## src/rtl/fb_pkg.sv

```systemverilog
// Shared framebuffer geometry defaults, coordinate widths and scheduler state encoding.
package fb_pkg;

  localparam int H_RES_DEF = 640;
  localparam int V_RES_DEF = 480;
  localparam int X_W       = 10;
  localparam int Y_W       = 9;

  typedef enum logic [1:0] {
    IDLE     = 2'd0,
    CLEAR    = 2'd1,
    CLR_DONE = 2'd2
  } fb_state_e;

  // Next round-robin priority after a grant: the requester not just served wins the next tie.
  function automatic logic rr_next(input logic [1:0] grant, input logic rr_cur);
    logic nxt;
    nxt = rr_cur;
    if (grant == 2'b01) nxt = 1'b1;
    if (grant == 2'b10) nxt = 1'b0;
    return nxt;
  endfunction

endpackage

```

## src/rtl/fb_clear_sweep.sv

```systemverilog
// Row-major pixel sweep counter for the full-screen clear; holds on the final pixel.
module fb_clear_sweep
  import fb_pkg::*;
#(
  parameter int H_RES = H_RES_DEF,
  parameter int V_RES = V_RES_DEF
) (
  input  logic           clk,
  input  logic           reset,
  input  logic           start,
  input  logic           advance,
  output logic [X_W-1:0] x,
  output logic [Y_W-1:0] y,
  output logic [X_W-1:0] nxt_x,
  output logic [Y_W-1:0] nxt_y,
  output logic           last
);

  localparam logic [X_W-1:0] X_LAST = X_W'(H_RES - 1);
  localparam logic [Y_W-1:0] Y_LAST = Y_W'(V_RES - 1);

  logic [X_W-1:0] x_q, x_d;
  logic [Y_W-1:0] y_q, y_d;

  assign x    = x_q;
  assign y    = y_q;
  assign last = (x_q == X_LAST) && (y_q == Y_LAST);

  // nxt_* is the pixel that follows the current one; it equals the current pixel at the end.
  always_comb begin
    nxt_x = x_q;
    nxt_y = y_q;
    if (!last) begin
      if (x_q == X_LAST) begin
        nxt_x = '0;
        nxt_y = y_q + Y_W'(1);
      end else begin
        nxt_x = x_q + X_W'(1);
      end
    end
  end

  always_comb begin
    x_d = x_q;
    y_d = y_q;
    if (start) begin
      x_d = '0;
      y_d = '0;
    end else if (advance) begin
      x_d = nxt_x;
      y_d = nxt_y;
    end
  end

  always_ff @(posedge clk) begin
    if (reset) begin
      x_q <= '0;
      y_q <= '0;
    end else begin
      x_q <= x_d;
      y_q <= y_d;
    end
  end

endmodule

```

## src/rtl/fb_write_sched.sv

```systemverilog
// Framebuffer write scheduler: two-requester round-robin draw port plus a full-screen clear sweep.
// Handshake: req[i] is held with its pixel until ack[i]; ack is combinational and one-hot,
// and the acked pixel is presented on the registered fb_* outputs in the following cycle.
module fb_write_sched
  import fb_pkg::*;
#(
  parameter int H_RES = H_RES_DEF,
  parameter int V_RES = V_RES_DEF,
  parameter int CW    = 1
) (
  input  logic           clk,
  input  logic           reset,
  input  logic           clear_req,
  input  logic [CW-1:0]  clear_color,
  input  logic [1:0]     req,
  input  logic [X_W-1:0] req0_x,
  input  logic [Y_W-1:0] req0_y,
  input  logic [CW-1:0]  req0_color,
  input  logic [X_W-1:0] req1_x,
  input  logic [Y_W-1:0] req1_y,
  input  logic [CW-1:0]  req1_color,
  output logic [1:0]     ack,
  output logic           fb_we,
  output logic [X_W-1:0] fb_x,
  output logic [Y_W-1:0] fb_y,
  output logic [CW-1:0]  fb_color,
  output logic           busy,
  output logic           clear_done,
  output logic           oob_drop,
  output fb_state_e      state_dbg
);

  localparam logic [X_W-1:0] X_LAST = X_W'(H_RES - 1);
  localparam logic [Y_W-1:0] Y_LAST = Y_W'(V_RES - 1);

  fb_state_e      state_q, state_d;
  logic           rr_q, rr_d;
  logic [CW-1:0]  clr_color_q, clr_color_d;
  logic           fb_we_q, fb_we_d;
  logic [X_W-1:0] fb_x_q, fb_x_d;
  logic [Y_W-1:0] fb_y_q, fb_y_d;
  logic [CW-1:0]  fb_color_q, fb_color_d;
  logic           busy_q, busy_d;
  logic           clear_done_q, clear_done_d;
  logic           oob_q, oob_d;

  logic [1:0]     grant;
  logic [X_W-1:0] sel_x;
  logic [Y_W-1:0] sel_y;
  logic [CW-1:0]  sel_color;
  logic           sel_in_range;
  logic           clr_accept;
  logic           sweep_adv;
  logic [X_W-1:0] sw_x, sw_nxt_x;
  logic [Y_W-1:0] sw_y, sw_nxt_y;
  logic           sw_last;

  assign clr_accept = (state_q == IDLE) && clear_req;
  assign sweep_adv  = (state_q == CLEAR) && !sw_last;

  fb_clear_sweep #(
    .H_RES (H_RES),
    .V_RES (V_RES)
  ) u_sweep (
    .clk     (clk),
    .reset   (reset),
    .start   (clr_accept),
    .advance (sweep_adv),
    .x       (sw_x),
    .y       (sw_y),
    .nxt_x   (sw_nxt_x),
    .nxt_y   (sw_nxt_y),
    .last    (sw_last)
  );

  // rr_q selects the tie winner: 0 favours requester 0, 1 favours requester 1.
  always_comb begin
    grant = 2'b00;
    case (req)
      2'b01:   grant = 2'b01;
      2'b10:   grant = 2'b10;
      2'b11:   grant = rr_q ? 2'b10 : 2'b01;
      default: grant = 2'b00;
    endcase
    ack = 2'b00;
    if ((state_q == IDLE) && !clear_req && !reset) ack = grant;
  end

  always_comb begin
    sel_x     = req0_x;
    sel_y     = req0_y;
    sel_color = req0_color;
    if (ack[1]) begin
      sel_x     = req1_x;
      sel_y     = req1_y;
      sel_color = req1_color;
    end
    sel_in_range = (sel_x <= X_LAST) && (sel_y <= Y_LAST);
  end

  always_comb begin
    state_d      = state_q;
    rr_d         = rr_q;
    clr_color_d  = clr_color_q;
    fb_we_d      = 1'b0;
    fb_x_d       = fb_x_q;
    fb_y_d       = fb_y_q;
    fb_color_d   = fb_color_q;
    busy_d       = 1'b0;
    clear_done_d = 1'b0;
    oob_d        = 1'b0;
    case (state_q)
      IDLE: begin
        if (clear_req) begin
          // The first clear pixel is issued on acceptance so writes track the CLEAR state.
          state_d     = CLEAR;
          clr_color_d = clear_color;
          fb_we_d     = 1'b1;
          fb_x_d      = '0;
          fb_y_d      = '0;
          fb_color_d  = clear_color;
          busy_d      = 1'b1;
        end else if (ack != 2'b00) begin
          rr_d = rr_next(ack, rr_q);
          if (sel_in_range) begin
            fb_we_d    = 1'b1;
            fb_x_d     = sel_x;
            fb_y_d     = sel_y;
            fb_color_d = sel_color;
          end else begin
            oob_d = 1'b1;
          end
        end
      end
      CLEAR: begin
        if (sw_last) begin
          state_d      = CLR_DONE;
          clear_done_d = 1'b1;
        end else begin
          fb_we_d    = 1'b1;
          fb_x_d     = sw_nxt_x;
          fb_y_d     = sw_nxt_y;
          fb_color_d = clr_color_q;
          busy_d     = 1'b1;
        end
      end
      CLR_DONE: begin
        state_d = IDLE;
      end
      default: begin
        state_d = IDLE;
      end
    endcase
  end

  always_ff @(posedge clk) begin
    if (reset) begin
      state_q      <= IDLE;
      rr_q         <= 1'b0;
      clr_color_q  <= '0;
      fb_we_q      <= 1'b0;
      fb_x_q       <= '0;
      fb_y_q       <= '0;
      fb_color_q   <= '0;
      busy_q       <= 1'b0;
      clear_done_q <= 1'b0;
      oob_q        <= 1'b0;
    end else begin
      state_q      <= state_d;
      rr_q         <= rr_d;
      clr_color_q  <= clr_color_d;
      fb_we_q      <= fb_we_d;
      fb_x_q       <= fb_x_d;
      fb_y_q       <= fb_y_d;
      fb_color_q   <= fb_color_d;
      busy_q       <= busy_d;
      clear_done_q <= clear_done_d;
      oob_q        <= oob_d;
    end
  end

  assign fb_we      = fb_we_q;
  assign fb_x       = fb_x_q;
  assign fb_y       = fb_y_q;
  assign fb_color   = fb_color_q;
  assign busy       = busy_q;
  assign clear_done = clear_done_q;
  assign oob_drop   = oob_q;
  assign state_dbg  = state_q;

  // The sweep's current pixel is only consumed through nxt_*; keep x/y visible for probing.
  logic unused_sweep;
  assign unused_sweep = ^{sw_x, sw_y};

endmodule

```

## config.mk

```make
export PLATFORM = sky130hd
export DESIGN_NAME = fb_write_sched
export DESIGN_NICKNAME = d
export VERILOG_FILES = /design/src/rtl/fb_pkg.sv /design/src/rtl/fb_clear_sweep.sv /design/src/rtl/fb_write_sched.sv
export SDC_FILE = /design/constraint.sdc
export NUM_CORES = 1
export LEC_CHECK = 0
export BUFFER_PORTS_ARGS = -buffer_cell sky130_fd_sc_hd__buf_2
export CAP_MARGIN = 20
export CORE_ASPECT_RATIO = 0.7
export CORE_MARGIN = 4
export CORE_UTILIZATION = 55
export CTS_BUF_LIST = sky130_fd_sc_hd__clkbuf_8
export CTS_CLUSTER_SIZE = 14
export DETAILED_ROUTE_END_ITERATION = 8
export HOLD_SLACK_MARGIN = 0.15
export PLACE_DENSITY = 0.9
export SETUP_SLACK_MARGIN = 0.05
export SYNTH_ARGS = -nofsm -noshare
export SYNTH_HDL_FRONTEND = slang
export SYNTH_HIERARCHICAL = 1
export SYNTH_SLANG_ARGS = --single-unit
```

## constraint.sdc

```tcl
create_clock -name clk -period 3.8 [get_ports clk]
set_input_delay 0.57 -clock clk [delete_from_list [all_inputs] [get_ports clk]]
set_output_delay 0.57 -clock clk [all_outputs]
set_load 0.05 [all_outputs]
```

# Word level (Yosys, flattened, before mapping)
# Index checks and enable logic that the tools add are counted.
# totals
reg_bits	47
# op_classes
magnitude_cmp	2
n_eq_ne	13
bitwise	4
n_mux	39
n_addsub	2
reduce_logical	20
# op_table
cell	count
$mux 10	7
$mux 9	7
$pmux 10 s2	1
$pmux 9 s2	1
$mux 1	14
$add 10x1->10 const B	1
$eq 10x10->1 const B	1
$le 10x10->1 const B	1
$add 9x1->9 const B	1
$eq 9x9->1 const B	1
$le 9x9->1 const B	1
$mux 2	4
$reduce_and 4->1	2
$eq 2x1->1 const B	3
$eq 2x2->1 const B	3
$logic_and 1x1->1	6
$pmux 1 s2	3
$pmux 2 s3	1
$reduce_bool 2->1	3
$ne 2x2->1 const B	2
$not 1->1	4
$pmux 2 s2	1
$reduce_and 2->1	2
$reduce_or 2->1	2
other kinds (6)	8

# Logic depth before layout (Yosys ltp)
# Gate-level depths: netlist of run 1.
# logic_depth
ltp_word	11
ltp_mapped	12

# Hierarchy
# Netlist of run 1, hierarchy kept.
# by_module_without_submodules
mod	seq_area_each_um2	area_per_inst_um2	cells_per_inst	n_inst
fb_write_sched	560.5	1716.6	206	1
fb_clear_sweep	380.4	1408.9	176	1

# Worst setup path after synthesis of run 1
# Ideal clock, no wire load.
# synth_timing
path_kind	flip-flop to flip-flop
start	register state_q[1] (netlist: state_dbg[1])
end	register fb_x_q[0] (netlist: fb_x[0])
t_arrival_ns	2.546
stages_incl_launch_ff	12
setup_slack_ns	1.102
setup_time_ns	0.152
path_cell_list	dfxtp_1 -> nor4_4 -> and3_2 -> inv_2 -> buf_2 -> ha_1 -> a221o_1 -> buf_2 -> buf_1 -> a21oi_1 -> and3_1 -> a221oi_2
# synth_between
elab_chain_cells	9
# synth_rtl
element	line	text
start, declared	fb_write_sched.sv:36	fb_state_e state_q, state_d;
start signal, assigned	fb_write_sched.sv:169	state_q <= state_d;
$logic_not 2->1	fb_write_sched.sv:86, fb_write_sched.sv:112	
$logic_and 1x1->1 (2 in a row)	fb_write_sched.sv:86	if ((state_q == IDLE) && !clear_req && !reset) ack = grant;
$mux 2	fb_write_sched.sv:86	
$mux 10 or $mux 9 (tied branches)	fb_write_sched.sv:93	if (ack[1]) begin
$le 10x10->1 (tied with other cells)	fb_write_sched.sv:98	sel_in_range = (sel_x <= X_LAST) && (sel_y <= Y_LAST);
$logic_and 1x1->1 or $mux 10 (tied branches)	fb_write_sched.sv:98, fb_write_sched.sv:123	
$ne 3x3->1 (no line) or $mux 10 (tied branches)	-	
$reduce_and 4->1 (no line) or $pmux 10 s2 (tied branches)	-	
end signal, assigned	fb_write_sched.sv:162	fb_x_q <= '0;
end signal, assigned	fb_write_sched.sv:173	fb_x_q <= fb_x_d;
end, declared	fb_write_sched.sv:40	logic [X_W-1:0] fb_x_q, fb_x_d;
# Parallel ways exist; a longest one is shown, timed or not. The select of a mux whose other input is x is not followed.
# A chain may end at the register's enable or synchronous reset.

# Worst setup path in the final report of run 1
# layout_timing
start	register u_sweep.x_q[0] (netlist: u_sweep/x[0])
end	register fb_color_q (netlist: fb_color)
# layout_between
elab_chain_cells	4
# layout_rtl
element	line	text
start, declared	fb_clear_sweep.sv:22	logic [X_W-1:0] x_q, x_d;
start signal, assigned	fb_clear_sweep.sv:57	x_q <= '0;
start signal, assigned	fb_clear_sweep.sv:60	x_q <= x_d;
$eq 10x10->1	fb_clear_sweep.sv:27	assign last = (x_q == X_LAST) && (y_q == Y_LAST);
$logic_and 1x1->1	fb_clear_sweep.sv:27	
via sw_last	fb_write_sched.sv:56	logic sw_last;
$ne 2x2->1 (no line)	-	
$reduce_and 4->1 (no line)	-	
end signal, assigned	fb_write_sched.sv:175	fb_color_q <= fb_color_d;
end, declared	fb_write_sched.sv:42	logic [CW-1:0] fb_color_q, fb_color_d;
# The timed path passes the listed nets, and every way through them passes these cells.

==> results by group, run 1 <==
Detailed routing
  – WL final: 8670 microns
  – Antenna-violating nets left: 0
  – WL per Instance: roughly 17 microns
  – Drt drc: 0
  – Vias per cell: about 6.2
  – Vias: 3191
  – Initial DRC count: ~330
  – First-pass DRT Iterations: 5

Die
  – CORE AREA: ~0.0054 sq mm
  – DIE HEIGHT: between 70 and 80 microns
  – Initial Util: around 58%
  – Die W: 98.1 microns
  – Die area: between 0.006 and 0.007 sq mm
  – Rows: 22
  – Ports: 74

GRT
  – Global-route wire length before repair: around 15000 microns
  – Gr ovfl total: 0
  – Initial antenna violation count: 0
  – Vias in the first global route: between 3000 and 4000
  – Gr usage total: approximately a quarter
  – Largest net degree at the start of global routing: 37

Worst setup path
  – CP max FO: 20
  – Critical Path RT: 4.00 ns
  – WP data arrival: approximately 3.4 ns
  – Startpoint Class: register
  – Crit Path Class: reg2reg
  – CP Capture Type: register
  – Reg2Reg Depth: 8

Clocking
  – Clk_lat worst skew: 0.30 ns
  – Setup repair bufs after CTS: 0
  – CTS resizes: 0
  – Htree depth: 2
  – CTS Root Cell: clkbuf_8
  – Clk buf depth: 2
  – TritonCTS Buffers: 5
  – Clk slew on worst S/H paths: 0.09 ns
  – TritonCTS clock tree: built
  – Cts hold-fix bufs: 0
  – Clk sinks: 47

Timing
  – Final Slew Violations: 0
  – Fmax: ~310 MHz
  – Final-report setup violation count: 0
  – Fin. Hold Viols: 0
  – RSZ-0062 raised after global routing: no
  – Final min period: roughly 3.2 ns
  – Setup tns final: 0 ns
  – Clock Skew: slightly below 0.007 ns
  – Worst slew margin: a little over a third
  – Worst slew pin tran: 0.967 ns
  – Final Cycle Share: 84.6%

Power and ir drop
  – Clock network power share: between 30% and 40%
  – Pleak: about 1.4 nW
  – Logic pwr share: about a quarter
  – Max IR drop VDD: ~0.21 mV
  – Switching power: ~420 uW
  – Tot Pwr: about 1.3 mW
  – Sw Share: between 30% and 40%
  – Pwr per Cell Area: between 300 and 400 mW/mm^2
  – Register share of total power: roughly 41%
  – Power Internal: roughly 900 uW

Finish
  – N_diodes: 0
  – Synthesis-to-finish area growth: 14.9%
  – NumNets Final: a little under 500
  – Post-Route Utilization: between 60 and 70%
  – Layout cells sized above 1: between 20 and 30%
  – Number of fill cells: 435

Logic synthesis
  – Post-synth ARST share: 0%
  – Register area share after synthesis: 30.1%
  – Yosys cell types: 59
  – Synthesized area: 0.00313 sq mm
  – Top cell type by total area after synthesis: dfxtp_1
  – Top cell type's share of synthesized area: between 30 and 40%
  – Top_reg_cell synth: dfxtp_1
  – Synthesized area per cell: between 8 and 9 sq um
  – EDFF count, synth: 0
  – Area contributors post-synth: dfxtp_1, a221oi_2, and3_1
  – Seq cells post-synth: 47
  – Synthesized instance count: between 300 and 400
  – Mapped Nets: about 430
  – Syn. warnings: 6

Placement
  – Port bufs: 73
  – Routability cong.: between 0.9 and 1
  – Hpwl dp: between 6000 and 7000 microns

Worst hold path
  – Hold Path Stages: 2
  – Class of the worst hold path: reg2reg

Outcome
  – Outcome: complete, no violations

Run
  – Max-cap viol count: 0
==> placed cells by master (no fill, tap or decap), types with 5 or more instances in the layout <==
cell / instances
buf_2: 73
dfxtp_1: 47
nand2_1: 39
a21oi_1: 29
nand3_1: 28
and3_1: 24
inv_1: 23
nor2_1: 19
a221oi_2: 19
nand4_1: 11
o21ai_0: 8
buf_4: 8
xnor2_1: 8
nor3_1: 6
or3_1: 6
and2_1: 5
clkbuf_8: 5
a31oi_1: 5
xor2_1: 5
==> critical path, cell delays in order, from the launching register on <==
cell	delay (ns)
dfxtp_1	0.44
ha_1	0.30
and2_1	0.36
and3_4	0.36
nand2_1	0.25
inv_1	0.27
a221o_1	0.21
nand2b_2	0.57
mux2_4	0.35
==> per-layer routing <==
metal  routed length [microns]  part of all wire [%]  vias up  track usage (%)
li1                          -                     -     1511                -
met1                      3740                    43     1496             34.5
met2                      4010                    46      159             41.6
met3                       725                   8.4       25             5.42
met4                       196                   2.3        0             5.68
met5                         0                     0        -                0
==> final cells by class <==
| type | instances | area, sq um | area share [%] |
|---|---|---|---|
| Sequential cell | 47 | 941 | 26.2 |
| Clock buffer | 5 | 68.8 | 1.92 |
| Timing Repair Buffer | 81 | 425 | 11.8 |
| Inverter | 24 | 90.1 | 2.51 |
| Clock inverter | 3 | 67.6 | 1.88 |
| Multi-Input combinational cell | 279 | 1910 | 53.2 |
| Tap cell | 72 | 90.1 | 2.51 |
==> metrics by stage <==
step | hold slack, ns | cells | cell area [sq um] | setup WS [ns]
floorplan | 0.444 | 382 | 3130 | 1.10
global placement | 0.446 | 503 | 3460 | 0.787
detailed placement | 0.447 | 503 | 3460 | 0.682
CTS | 0.461 | 511 | 3590 | 0.667
global route | 0.483 | 511 | 3590 | 0.375
finish | 0.463 | 511 | 3590 | 0.585
==> Yosys cell counts (4+ instances only) <==
cell type  number
buf_1           5
a221oi_2       19
buf_6           5
dfxtp_1        47
xor2_1          5
nor3b_1         4
a31oi_1         5
nand4_1        11
or3_1           6
a21oi_1        29
mux2i_1         4
o31ai_1         4
buf_4           4
nand3_1        28
xnor2_1         8
nor2_1         19
nand2_1        39
clkbuf_1        8
ha_1            4
o21ai_0         8
buf_2          10
inv_1          23
and3_1         24
o311ai_0        4
nor3_1          6
and2_1          5
==> kinds of logic after synthesis <==
family,count (synthesis),synth area share [%]
simple gates,168,30.3
xor+xnor,13,3.64
flops,47,30.1
buf+inv,56,8.81
compound gates,88,23.3
fa+ha+maj,4,1.60
mux,6,2.24
==> power by group through the flow <==
stage	clock network [mW]	logic (mW)	registers, mW
3_3_place_gp	0	0.320	0.545
2_1_floorplan	0	0.157	0.634
4_1_cts	0.448	0.328	0.535
5_1_grt	0.468	0.355	0.539
3_5_place_dp	0	0.325	0.546
6_report	0.442	0.329	0.535
==> sequential cells by signal (all words and copies together), names as in the netlist <==
signal	count
fb_x	10
fb_y	9
rr_q	1
u_sweep/x	10
busy	1
fb_we	1
clear_done	1
oob_drop	1
clr_color_q	1
u_sweep/y	9
state_dbg	2
fb_color	1
==> final timing paths <==
path / from / end / slack [ns]
hold reg to reg: fb_y[0]$_SDFFE_PP0P_ / fb_y[0]$_SDFFE_PP0P_ / 0.46
setup / recovery: u_sweep/x[0]$_SDFFE_PP0P_ / fb_color$_SDFFE_PP0P_ / 0.58
setup reg to reg: u_sweep/x[0]$_SDFFE_PP0P_ / fb_color$_SDFFE_PP0P_ / 0.58
hold / removal: fb_y[0]$_SDFFE_PP0P_ / fb_y[0]$_SDFFE_PP0P_ / 0.46
Power figures use the tool's default switching activity.
==> run 2: changes to the inputs <==
--- a/config.mk
+++ b/config.mk
@@ -5,16 +5,17 @@
 export SDC_FILE = /design/constraint.sdc
 export NUM_CORES = 1
 export LEC_CHECK = 0
+export ABC_AREA = 1
 export BUFFER_PORTS_ARGS = -buffer_cell sky130_fd_sc_hd__buf_2
 export CAP_MARGIN = 20
 export CORE_ASPECT_RATIO = 0.7
 export CORE_MARGIN = 4
-export CORE_UTILIZATION = 55
+export CORE_UTILIZATION = 51
 export CTS_BUF_LIST = sky130_fd_sc_hd__clkbuf_8
 export CTS_CLUSTER_SIZE = 14
 export DETAILED_ROUTE_END_ITERATION = 8
 export HOLD_SLACK_MARGIN = 0.15
-export PLACE_DENSITY = 0.9
+export PLACE_DENSITY = 0.88
 export SETUP_SLACK_MARGIN = 0.05
 export SYNTH_ARGS = -nofsm -noshare
 export SYNTH_HDL_FRONTEND = slang
==> constraint.sdc (replaced) <==
create_clock -name clk -period 2.6 [get_ports clk]
set_input_delay 0.39 -clock clk [delete_from_list [all_inputs] [get_ports clk]]
set_output_delay 0.39 -clock clk [all_outputs]
set_load 0.05 [all_outputs]
==> run 2 against run 1 <==
Compared with the run above: sequential power increased by 56%; clock power is 6.8% higher; via count rose by 7.3%; worst setup slack worse by 0.44 ns; fmax rose by 31%; non-clock buffer count fell by 1; routed wire length is 2.1% lower; worst hold slack got worse by 0.13 ns; final area is 1.2% higher; clock skew is 0.0033 ns lower; sequential share of layout area shrank 0.32 points; flip-flop and latch count unchanged; critical path type unchanged; largest cell class unchanged; highest routed layer unchanged.
==> results by group, run 2 <==
Outcome
  – Outcome: complete, no violations

Worst hold path
  – Class of the worst hold path: in2reg
  – Hold Path Stages: 2 (unchanged)
  – Worst hold start: reset
  – Hold EP: fb_we$_SDFF_PP0_

Power and ir drop
  – Clock network power share: 24.6% (-9.2 points)
  – Max IR drop VDD: 0.282 mV (+32%)
  – Switching power: 732 uW (+74%)
  – Pwr per Cell Area: 528 mW/mm^2 (+45%)
  – Logic pwr share: 31.9% (+6.7 points)
  – Tot Pwr: 1.92 mW (+47%)
  – Register share of total power: 43.5% (+2.5 points)
  – Sw Share: 38.1% (+6.0 points)
  – Power Internal: 1.19 mW (+34%)
  – Pleak: 2.06 nW (+43%)

Die
  – DIE HEIGHT: 74.0 microns (+4.2%)
  – Ports: 74 (unchanged)
  – CORE AREA: 0.00587 sq mm (+9.4%)
  – Rows: 23 (+4.5%)
  – Initial Util: 54.1% (-4.1 points)
  – Die area: 0.00757 sq mm (+8.6%)
  – Die W: 102 microns (+4.3%)

Finish
  – Post-Route Utilization: 61.9% (-5.0 points)
  – Leading cell type in the layout, fill and taps excluded: nand2_1
  – N_diodes: 0 (unchanged)
  – NumNets Final: 616 (+26%)
  – Most frequent cells in the layout: nand2_1, buf_2, inv_1, nor2_1, dfxtp_1
  – Non-filler cells, final: 642 (+26%)
  – Layout cells sized above 1: 20.5% (-7.8 points)
  – Synthesis-to-finish area growth: 14.5%
  – Number of fill cells: 556 (+28%)

Run
  – Max-cap viol count: 0 (unchanged)

Logic synthesis
  – Synth Area in XOR/XNOR: 2.21% (-1.4 points)
  – Synth Area in Simple Gates: 36.4% (+6.1 points)
  – Area contributors post-synth: dfxtp_1, nand2_1, inv_1
  – Top cell type's share of synthesized area: 29.6% (-0.47 points)
  – Yosys cell types: 34 (-42%)
  – Top_reg_cell synth: dfxtp_1
  – Seq cells post-synth: 47 (unchanged)
  – Synthesized area: 0.00318 sq mm (+1.6%)
  – Synthesized instance count: 503 (+32%)
  – Syn. warnings: 6 (unchanged)
  – Main combinational cell family by area after synthesis: simple AND/OR/NAND/NOR gates
  – Top cell type by total area after synthesis: dfxtp_1
  – Register area share after synthesis: 29.6% (-0.47 points)
  – Mux cell area share after synthesis: 0% (-2.2 points)
  – Compound-Gate Fraction of Synth Area: 16.0% (-7.3 points)
  – Post-synthesis adder-cell area fraction: 1.58% (-0.025 points)
  – Mapped Nets: 553 (+28%)
  – Synthesized area per cell: 6.31 sq um (-23%)
  – Commonest cells in the netlist: nand2_1, inv_1, nor2_1
  – Top-count cell post-synth: nand2_1
  – EDFF count, synth: 0 (unchanged)
  – Post-synth ARST share: 0% (unchanged)

GRT
  – Largest net degree at the start of global routing: 42 (+14%)
  – Gr usage total: 22.8% (-2.6 points)
  – Initial antenna violation count: 0 (unchanged)
  – Vias in the first global route: 3069 (-1.9%)
  – Global-route wire length before repair: 13900 microns (-6.3%)
  – Gr ovfl total: 0 (unchanged)

Detailed routing
  – First-pass DRT Iterations: 5 (unchanged)
  – WL per Instance: 13.2 microns (-22%)
  – Vias: 3423 (+7.3%)
  – WL final: 8480 microns (-2.1%)
  – Drt drc: 0 (unchanged)
  – Vias per cell: 5.33 (-15%)
  – Antenna-violating nets left: 0 (unchanged)
  – Initial DRC count: 260 (-22%)

Timing
  – Final Cycle Share: 94.3% (+9.7 points)
  – Clock Skew: 0.00357 ns (-0.00332 ns)
  – Final Slew Violations: 0 (unchanged)
  – Fmax: 408 MHz (+31%)
  – Fin. Hold Viols: 0 (unchanged)
  – Worst slew margin: 39.7% (+4.4 points)
  – Final-report setup violation count: 0 (unchanged)
  – Setup tns final: 0 ns (unchanged)
  – Worst slew pin tran: 0.901 ns (-0.0662 ns)
  – RSZ-0062 raised after global routing: no
  – Final min period: 2.45 ns (-0.764 ns)

Worst setup path
  – Worst path cell trace: ha_1 -> nand3_2 -> inv_2 -> nand3_4 -> nor3_1 -> nor2_1 -> inv_1 -> a21oi_1 -> o21ai_1 -> inv_1
  – Startpoint Class: register
  – Crit Path Class: reg2reg
  – CP max FO: 15 (-25%)
  – CP most frequent cell: inv_1
  – WP data arrival: 2.66 ns (-0.75 ns)
  – Reg2Reg Capture Point: u_sweep/x[4]$_SDFFE_PP0P_
  – Worst r2r src: u_sweep/y[1]$_SDFFE_PP0P_
  – Flop2flop setup slack: 0.15 ns (-0.44 ns)
  – Worst path slowest cell: nor3_1
  – Reg2Reg Depth: 10 (+2)
  – CP Capture Type: register
  – Crit path largest cell delay: 0.46 ns (-0.11 ns)
  – Critical Path RT: 2.81 ns (-1.19 ns)

Clocking
  – CTS Root Cell: clkbuf_8
  – TritonCTS clock tree: built
  – TritonCTS Buffers: 5 (unchanged)
  – Clk slew on worst S/H paths: 0.09 ns (about the same)
  – Cts hold-fix bufs: 0 (unchanged)
  – Clk buf depth: 2 (unchanged)
  – Htree depth: 2 (unchanged)
  – Clk_lat worst skew: 0.30 ns (about the same)
  – Setup repair bufs after CTS: 0 (unchanged)
  – Clk sinks: 47 (unchanged)

Placement
  – Placed Instances: 634 (+26%)
  – Routability cong.: 0.901 (-3.1%)
  – Port bufs: 73 (unchanged)
  – Hpwl dp: 6490 microns (+4.3%)
==> run 2: cell count changes in the layout (fill, tap and decap cells not counted), moves of 12 or more <==
| cell | previous run | this run |
|---|---|---|
| nand2_1 | 39 | 120 |
| a2bb2oi_1 | 0 | 12 |
| inv_1 | 23 | 70 |
| nand3_1 | 28 | 40 |
| and3_1 | 24 | 0 |
| nor2_1 | 19 | 67 |
| a221oi_2 | 19 | 0 |
| o21ai_0 | 8 | 30 |
==> run 2: cell type report <==
| cell class | count | area, sq um | share of cell area, % |
|---|---|---|---|
| clock buffers | 6 | 82.6 | 2.27 |
| clock inverters | 2 | 16.3 | 0.447 |
| inverters | 76 | 290 | 7.98 |
| multi-input cells | 356 | 1790 | 49.3 |
| flip-flops and latches | 47 | 941 | 25.9 |
| well taps | 75 | 93.8 | 2.58 |
| repair buffers | 80 | 418 | 11.5 |
==> run 2: critical path: cells and delay by family, from the launching register on <==
| kind | cells | cell delay (ns) |
|---|---|---|
| and+or+nand+nor | 4 | 0.86 |
| buffers and inverters | 3 | 0.60 |
| DFF | 1 | 0.40 |
| adders and majority gates | 1 | 0.25 |
| AOI/OAI and AO/OA | 2 | 0.24 |
==> run 2: cell families (layout without fill, tap and decap cells) <==
| kind of cell | count (synthesis) | count (layout) |
|---|---|---|
| xor gates and xnor gates | 8 | 8 |
| AOI/OAI and AO/OA | 88 | 88 |
| buffers and inverters | 100 | 164 |
| and+or+nand+nor | 256 | 256 |
| DFF | 47 | 47 |
| adders and majority gates | 4 | 4 |
==> run 2: power by group through the flow <==
stage	sequential, mW	combinational, mW	clock, mW
2_1_floorplan	0.992	0.323	0
6_report	0.835	0.613	0.472
4_1_cts	0.834	0.610	0.485
3_3_place_gp	0.848	0.594	0
5_1_grt	0.844	0.672	0.511
3_5_place_dp	0.850	0.607	0
==> run 2: stage by stage <==
stage | worst slack (ns) | hold WS, ns | area (sq um)
6_report | 0.149 | 0.336 | 3640
5_1_grt | 0.0764 | 0.332 | 3640
4_1_cts | 0.186 | 0.326 | 3630
3_5_place_dp | 0.222 | 0.469 | 3530
3_3_place_gp | 0.307 | 0.458 | 3530
2_1_floorplan | 0.501 | 0.455 | 3180
==> run 2: metal layers <==
metal | global-route usage, % | up-vias | wire [microns] | part of all wire, %
li1 | - | 1717 | - | -
met1 | 31.2 | 1529 | 3700 | 44
met2 | 35.4 | 155 | 3700 | 44
met3 | 4.97 | 22 | 860 | 10
met4 | 9.02 | 0 | 221 | 2.6
met5 | 0 | - | 0 | 0
==> run 2: worst max-delay path by stage <==
stage | startpoint | end
after CTS | u_sweep/y[0]$_SDFFE_PP0P_ | fb_y[7]$_SDFFE_PP0P_
after global routing | u_sweep/y[0]$_SDFFE_PP0P_ | u_sweep/y[2]$_SDFFE_PP0P_
after detailed placement | u_sweep/y[0]$_SDFFE_PP0P_ | fb_y[7]$_SDFFE_PP0P_
final | u_sweep/y[1]$_SDFFE_PP0P_ | u_sweep/x[4]$_SDFFE_PP0P_
after global placement | u_sweep/y[0]$_SDFFE_PP0P_ | fb_y[2]$_SDFFE_PP0P_
after floorplan | state_dbg[1]$_SDFFE_PP0P_ | fb_x[9]$_SDFFE_PP0P_
==> run 2: what timing repair did <==
action | in CTS | in global routing
setup endpoints to repair | 0 | 8
hold endpoints to repair | 0 | 0
resized for setup | 0 | 1
